[src/rtl/cnn_pkg.sv]
// Shared fp16 constants, types and the collector state encoding for the CNN datapath stages.
package cnn_pkg;

    localparam int DATA_WIDTH = 16;

    localparam logic [15:0] FP16_EXP_MASK = 16'h7C00;
    localparam logic [15:0] FP16_MAN_MASK = 16'h03FF;

    typedef logic [15:0] fp16_t;

    typedef enum logic [1:0] {
        IDLE    = 2'd0,
        COLLECT = 2'd1,
        DONE    = 2'd2
    } state_t;

endpackage

[src/rtl/fp16_relu.sv]
// Combinational fp16 ReLU: negatives (incl. -0, -Inf, -NaN) and positive NaN map to +0.
module fp16_relu
    import cnn_pkg::*;
(
    input  fp16_t x_i,
    output fp16_t y_o
);

    logic is_neg;
    logic is_nan;

    always_comb begin
        is_neg = x_i[15];
        is_nan = ((x_i & FP16_EXP_MASK) == FP16_EXP_MASK) && ((x_i & FP16_MAN_MASK) != '0);
        y_o    = (is_neg || is_nan) ? fp16_t'('0) : x_i;
    end

endmodule

[src/rtl/fc_argmax_collector.sv]
// Collects one fp16 neuron result per handshake, stores ReLU'd values and tracks the
// running argmax; presents class index and max activation once the layer completes.
module fc_argmax_collector #(
    parameter int DATA_WIDTH  = 16,
    parameter int NUM_NEURONS = 10,
    parameter int IDX_W       = $clog2(NUM_NEURONS)
) (
    input  logic                              clk,
    input  logic                              reset,
    input  logic                              start,
    input  logic                              result_valid,
    input  logic [DATA_WIDTH-1:0]             neuron_result,
    output logic                              result_ready,
    output logic [NUM_NEURONS*DATA_WIDTH-1:0] relu_vec,
    output logic [IDX_W-1:0]                  class_idx,
    output logic [DATA_WIDTH-1:0]             max_value,
    output logic                              busy,
    output logic                              done,
    output logic                              overrun_err
);
    import cnn_pkg::*;

    state_t                          state_q, state_d;
    logic [IDX_W-1:0]                cnt_q, cnt_d;
    logic [NUM_NEURONS*DATA_WIDTH-1:0] vec_q, vec_d;
    logic [IDX_W-1:0]                idx_q, idx_d;
    logic [DATA_WIDTH-1:0]           max_q, max_d;
    logic                            ovr_q, ovr_d;
    fp16_t                           rect;

    fp16_relu u_relu (
        .x_i (neuron_result),
        .y_o (rect)
    );

    always_comb begin
        state_d = state_q;
        cnt_d   = cnt_q;
        vec_d   = vec_q;
        idx_d   = idx_q;
        max_d   = max_q;
        ovr_d   = ovr_q;

        // start wins over a coincident result beat, which is dropped
        if (start) begin
            state_d = COLLECT;
            cnt_d   = '0;
            vec_d   = '0;
            idx_d   = '0;
            max_d   = '0;
            ovr_d   = 1'b0;
        end else begin
            case (state_q)
                COLLECT: begin
                    if (result_valid) begin
                        vec_d[int'(cnt_q)*DATA_WIDTH +: DATA_WIDTH] = rect;
                        // values are non-negative after ReLU, so unsigned compare orders magnitudes
                        if ((cnt_q == '0) || (rect[DATA_WIDTH-2:0] > max_q[DATA_WIDTH-2:0])) begin
                            max_d = rect;
                            idx_d = cnt_q;
                        end
                        if (cnt_q == IDX_W'(NUM_NEURONS - 1)) begin
                            cnt_d   = '0;
                            state_d = DONE;
                        end else begin
                            cnt_d = cnt_q + 1'b1;
                        end
                    end
                end
                DONE: begin
                    if (result_valid) ovr_d = 1'b1;
                end
                default: ;
            endcase
        end
    end

    always_ff @(posedge clk or posedge reset) begin
        if (reset) begin
            state_q <= IDLE;
            cnt_q   <= '0;
            vec_q   <= '0;
            idx_q   <= '0;
            max_q   <= '0;
            ovr_q   <= 1'b0;
        end else begin
            state_q <= state_d;
            cnt_q   <= cnt_d;
            vec_q   <= vec_d;
            idx_q   <= idx_d;
            max_q   <= max_d;
            ovr_q   <= ovr_d;
        end
    end

    assign result_ready = (state_q == COLLECT);
    assign busy         = (state_q == COLLECT);
    assign done         = (state_q == DONE);
    assign relu_vec     = vec_q;
    assign class_idx    = idx_q;
    assign max_value    = max_q;
    assign overrun_err  = ovr_q;

endmodule

[config.mk]
export PLATFORM = sky130hd
export DESIGN_NAME = fc_argmax_collector
export DESIGN_NICKNAME = d
export VERILOG_FILES = /design/src/rtl/cnn_pkg.sv /design/src/rtl/fp16_relu.sv /design/src/rtl/fc_argmax_collector.sv
export SDC_FILE = /design/constraint.sdc
export NUM_CORES = 1
export LEC_CHECK = 0
export CELL_PAD_IN_SITES_DETAIL_PLACEMENT = 1
export CELL_PAD_IN_SITES_GLOBAL_PLACEMENT = 2
export CORE_MARGIN = 3
export CORE_UTILIZATION = 35
export CTS_BUF_LIST = sky130_fd_sc_hd__clkbuf_2 sky130_fd_sc_hd__clkbuf_4 sky130_fd_sc_hd__clkbuf_8
export DETAILED_ROUTE_END_ITERATION = 8
export HOLD_SLACK_MARGIN = 0.12
export PLACE_DENSITY = 0.93
export SYNTH_ARGS = -nofsm -noshare
export SYNTH_HDL_FRONTEND = slang
export SYNTH_SLANG_ARGS = --single-unit
[constraint.sdc]
create_clock -name clk -period 10.1 [get_ports clk]
set_input_delay 2.02 -clock clk [delete_from_list [all_inputs] [get_ports clk]]
set_output_delay 2.02 -clock clk [all_outputs]
set_load 0.01 [all_outputs]
==> qor.yml, run 1 <==
status: "completed"
first_global_vias: 6256
finalHoldViolations: 0
yosysTopAreaCell: "dfrtp_1"
power_leakage_uw: 0.004618
layout.nets: 840
cap_violations: 0
cp_data_required_time_ns: 10.46
drive_gt1_share_pct: 7.626
yosysSeqAreaShare_pct: 61.24
hold_buffers: 0
synth.most_common_cell: "dfrtp_1"
max-slew-margin-rel_pct: 17.43
power-per-cell-area_nw_per_um2: 145.2
finClkSkew_ns: 0.009500
hpwl_mm: 18.46
slew_viol_final: 0
cpPeakStageDelay_ns: 0.63
min_path_type: "flip-flop to flip-flop"
grt_setup_unrepaired: "false"
num_rows: 53
fin_crit_ns: 5.418
setup_ws_ns: 4.682
vias_per_cell: 5.544
cts_made_buffers: 17
multi_input_area_um2: 2656
vdd_ir_drop_max_mv: 0.08259
post-route-period-util_pct: 53.65
fillerInstances: 2213
path_clk_slew_ns: 0.10
synth_cell_types: 50
synth-main-ff-cell: "dfrtp_1"
max-clock-path-buffers: 2
diodes: 0
dieArea_um2: 23640
regArea_um2: 4679
synth_edf_count: 0
cpMaxStageDelayCell: "a21oi_1"
crit_type: "primary input to flip-flop"
cts_max_level: 4
startpoint_type: "primary input"
start_util_pct: 36.01
synth.net_count: 641
yosys_warnings: 0
ys_top_cells_by_area: "dfrtp_1 (61%), a22o_1 (13%), o2bb2ai_1 (3.4%), ha_1 (3.3%), mux2i_1 (2.1%)"
area_growth_pct: 36.25
synth_async_sr_flop_share_pct: 100.0
setup_violations: 0
worst-path-max-fanout: 20
drc_errors: 0
wl_per_cell_um: 23.64
finalSetupTns_ns: 0
dr.pass1.iters: 4
avgSynthCellArea_um2: 12.71
die_w_um: 153.8
cts_tree: "done"
num_vias: 6032
grt_max_degree: 73
ant_nets: 0
pre_cts_ws_ns: 4.127
clkSinkCount: 187
io_pins: 204
hold_ws_ns: 0.4902
crit_arrival_ns: 5.77
drt_iter0_drc: 270
synth_area_um2: 7641
wirelength_mm: 25.72
fmax_mhz: 184.6
instances_no_fill: 1088
place.gp.congestion: 0.8369
grtUsageTotal_pct: 21.87
netlist_instances: 601
port_buffers: 203
cts_resized: 0
dp_cells: 1056
synth-seq-cells: 187
grt_pass1_wl_mm: 40.15
worst_pin_slew_ns: 1.232
overflow: 0
core-area_um2: 21220
antenna_found_initial: 0
clockRootBuffer: "clkbuf_8"
crit_chain: "clkdlybuf4s50_1 -> nor4_1 -> nand3_1 -> a21oi_1 -> nand2_1 -> clkinv_1 -> ha_1 -> nand4_1 -> nor2_1 -> a21o_1 -> a31oi_2 -> buf_4 -> mux2_2"
netlist.area_leader.share_pct: 61.24
ys_top_cells_by_count: "dfrtp_1 (187), a22o_1 (114), nand2_1 (41)"
fp.dieH_um: 153.8
clkLatencyLatePin_ns: 0.47
cts_setup_buffers: 0
end_kind: "flip-flop"
## flip-flops by register name (all words and copies together), names as in the netlist
| name | flops |
|---|---|
| class_idx | 4 |
| cnt_q | 4 |
| max_value | 16 |
| overrun_err | 1 |
| relu_vec | 160 |
| state_q | 2 |
## final cells by class
cell class	count	share of cell area, %
inverter	38	1.418
clock inverter	13	1.983
timing repair buffer	215	20.38
multi-input combinational	341	25.51
sequential	187	44.95
tap	275	3.305
clock buffer	19	2.452
## where the power goes
| group | internal (uW) | switching [uW] |
|---|---|---|
| registers | 757 | 9.08 |
| logic | 56.2 | 110 |
| clock network | 287 | 292 |
## kinds of logic after synthesis
group,synth area share (%)
AOI/OAI and AO/OA,20.94
DFF,61.24
and+or+nand+nor,7.598
buffers and inverters,4.290
adders and majority gates,3.275
muxes,2.538
xor gates and xnor gates,0.1146
## cell usage in the layout, fill, tap and decap left out, types with 3 or more instances in the layout
cell / n
nor2b_1: 7
o2bb2ai_1: 30
bufinv_16: 4
a31oi_1: 4
inv_6: 5
inv_1: 23
clkdlybuf4s50_1: 203
nand3_1: 5
nand3b_1: 4
nand2_1: 41
nor2_1: 17
a22o_1: 114
o21ai_0: 4
clkinv_1: 14
nor3_1: 4
dfrtp_1: 187
mux2_2: 3
ha_1: 20
and2_1: 12
buf_4: 12
mux2i_1: 16
clkbuf_8: 18
o31ai_1: 6
nand4_1: 4
a21oi_1: 13
## worst paths after layout
| check | slack, ns | to | start | cells past startpoint |
|---|---|---|---|---|
| min | 0.49 | relu_vec[95]$_DFFE_PP0P_ | relu_vec[95]$_DFFE_PP0P_ | 1 |
| min reg2reg | 0.49 | relu_vec[95]$_DFFE_PP0P_ | relu_vec[95]$_DFFE_PP0P_ | 1 |
| max | 4.68 | class_idx[2]$_DFFE_PP0P_ | neuron_result[1] | 13 |
| max in group asynchronous | 6.76 | relu_vec[107]$_DFFE_PP0P_ | reset | 3 |
| min in group asynchronous | 1.95 | relu_vec[56]$_DFFE_PP0P_ | reset | 2 |
| max reg2reg | 6.96 | relu_vec[7]$_DFFE_PP0P_ | cnt_q[0]$_DFFE_PP0P_ | 7 |
## metal layers
layer / global-route usage [%] / wire [um] / vias to the layer above
met2: 34.66 / 12060 / 233
li1: - / - / 2640
met3: 4.531 / 1554 / 22
met1: 31.32 / 11790 / 3137
met4: 4.710 / 312 / 0
met5: 0 / 0 / -
## worst max-delay path: cells and delay by family
family / cells / cell delay [ns]
buffers and inverters: 3 / 1.15
AND/OR/NAND/NOR: 5 / 0.99
AO/OA/AOI/OAI: 3 / 0.92
multiplexers: 1 / 0.38
adder cells (fa/ha/maj): 1 / 0.33
## metrics by stage
stage	util, %	instance area (um^2)	total power (uW)
after floorplan	-	7641	878.9
after global placement	46.89	9950	944.3
after detailed placement	46.89	9950	948.7
after CTS	49.06	10410	1525
after global routing	49.06	10410	1573
final	49.06	10410	1512
(Power assumes the default switching activity.)
==> run 2, diff against run 1 <==
- CORE_UTILIZATION: 35 -> 30
- PLACE_DENSITY: 0.93 -> 0.85
- clock period: 10.1 -> 4.54 ns (I/O delays scaled with it)
==> qor.yml, run 2 (synthesized netlist as in run 1, its figures left out) <==
diodes: 0
num_vias: 5946
slew_viol_final: 0
clkSinkCount: 187
power-per-cell-area_nw_per_um2: 309.9
max-clock-path-buffers: 2
cp_data_required_time_ns: 4.89
fp.dieH_um: 165.6
power_leakage_uw: 0.004721
path_clk_slew_ns: 0.10
io_pins: 204
wirelength_mm: 25.62
fillerInstances: 2624
hold_buffers: 0
cts_resized: 0
crit_type: "primary input to flip-flop"
vias_per_cell: 5.130
layout.nets: 862
core-area_um2: 24680
cts_tree: "done"
status: "completed"
hpwl_mm: 18.46
drt_iter0_drc: 344
finClkSkew_ns: 0.01441
rrSetupSlack_ns: 1.47
dr.pass1.iters: 4
path_delay_family: "buffers and inverters"
r2r_start: "cnt_q[0]$_DFFE_PP0P_"
clkLatencyLatePin_ns: 0.46
cts_max_level: 4
worst-path-max-fanout: 14
grt_pass1_wl_mm: 39.22
largest_register_ffs: 160
cts_made_buffers: 17
grt_max_degree: 79
fmax_mhz: 270.3
post-route-period-util_pct: 81.48
start_util_pct: 30.97
place.gp.congestion: 0.7936
num_rows: 57
fin_crit_ns: 3.699
gr-usage-met2_pct: 30.97
reg2reg_to: "relu_vec[68]$_DFFE_PP0P_"
cap_violations: 0
reg2reg_depth: 7
cts_setup_buffers: 0
ant_nets: 0
grt.met1_usage_pct: 26.49
port_buffers: 203
cp_num_cells: 14
area_growth_pct: 38.99
finalHoldViolations: 0
grt_setup_unrepaired: "false"
setup_violations: 0
top_usage_layer: "met2"
cp_common_cell: "buf_4"
max-slew-margin-rel_pct: 31.15
overflow: 0
hold_end: "relu_vec[63]$_DFFE_PP0P_"
grtUsageMet3_pct: 3.916
clockRootBuffer: "clkbuf_8"
dieArea_um2: 27420
end_kind: "flip-flop"
instances_no_fill: 1159
finalSetupTns_ns: 0
layout_common_cells: "clkdlybuf4s50_1 (203), dfrtp_1 (187), a22o_1 (114), nand2_1 (41), buf_4 (32)"
grtUsageTotal_pct: 18.99
first_global_vias: 6303
final_common_cell: "clkdlybuf4s50_1"
min_path_type: "flip-flop to flip-flop"
whs_path_depth: 1
die_w_um: 165.6
vdd_ir_drop_max_mv: 0.1536
antenna_found_initial: 0
dp_cells: 1127
startpoint_type: "primary input"
hp-start: "relu_vec[63]$_DFFE_PP0P_"
path_buf_inv: 4
drive_gt1_share_pct: 9.820
worst_pin_slew_ns: 1.033
wl_per_cell_um: 22.10
drc_errors: 0
crit_arrival_ns: 4.05
cpMaxStageDelayCell: "nor4_1"
crit_chain: "clkdlybuf4s50_1 -> nor4_1 -> nand3_1 -> a21oi_1 -> buf_4 -> nand2_1 -> clkinv_1 -> ha_1 -> nand4_1 -> nor2_1 -> a21o_1 -> a31oi_2 -> buf_4 -> mux2_2"
cpPeakStageDelay_ns: 0.47
[run 2: changes by cell type in the layout (fill, tap and decap cells not counted), moves of 2 or more]
cell,previous run,this run
inv_8,1,3
buf_4,12,32
bufinv_16,4,2
buf_12,0,2
[run 2: power breakdown]
part           total [uW]  switching [uW]  internal (uW)
clock                1200             677            520
combinational         389             248            140
sequential           1700            19.7           1680
total                3290             945           2350
[run 2: final cells by class]
| class | count | area [um^2] | share of cell area [%] |
|---|---|---|---|
| clock buffers | 17 | 234.0 | 2.203 |
| clock inverters | 15 | 195.2 | 1.838 |
| inverters | 38 | 146.4 | 1.378 |
| multi-input cells | 341 | 2648 | 24.93 |
| flip-flops and latches | 187 | 4679 | 44.06 |
| well taps | 324 | 405.4 | 3.817 |
| repair buffers | 237 | 2312 | 21.77 |
[run 2: worst max path at each step]
| stage | start | endpoint | slack [ns] |
|---|---|---|---|
| final | neuron_result[0] | class_idx[0]$_DFFE_PP0P_ | 0.84 |
| after CTS | neuron_result[0] | class_idx[0]$_DFFE_PP0P_ | 0.85 |
| after global placement | neuron_result[0] | class_idx[0]$_DFFE_PP0P_ | 0.47 |
| after global routing | neuron_result[0] | class_idx[3]$_DFFE_PP0P_ | 0.62 |
| after detailed placement | neuron_result[0] | class_idx[0]$_DFFE_PP0P_ | 0.34 |
| after floorplan | neuron_result[4] | class_idx[0]$_DFFE_PP0P_ | 1.14 |
[run 2: routing by layer]
metal  wire length (um)  part of all wire, %
met1              11610                   45
met2              12350                   48
met3               1453                  5.7
met4                206                 0.80
met5                  0                    0
[run 2: through the flow]
step | setup WS (ns) | cell area [um^2] | hold WS [ns] | util [%] | power, uW
floorplan | 1.137 | 7645 | 0.5009 | - | 1956
detailed placement | 0.3439 | 10190 | 0.4748 | 41.30 | 2132
global route | 0.6208 | 10620 | 0.5087 | 43.04 | 3463
CTS | 0.8489 | 10620 | 0.4993 | 43.04 | 3341
global placement | 0.4742 | 10190 | 0.4691 | 41.30 | 2124
finish | 0.8407 | 10620 | 0.4924 | 43.04 | 3291
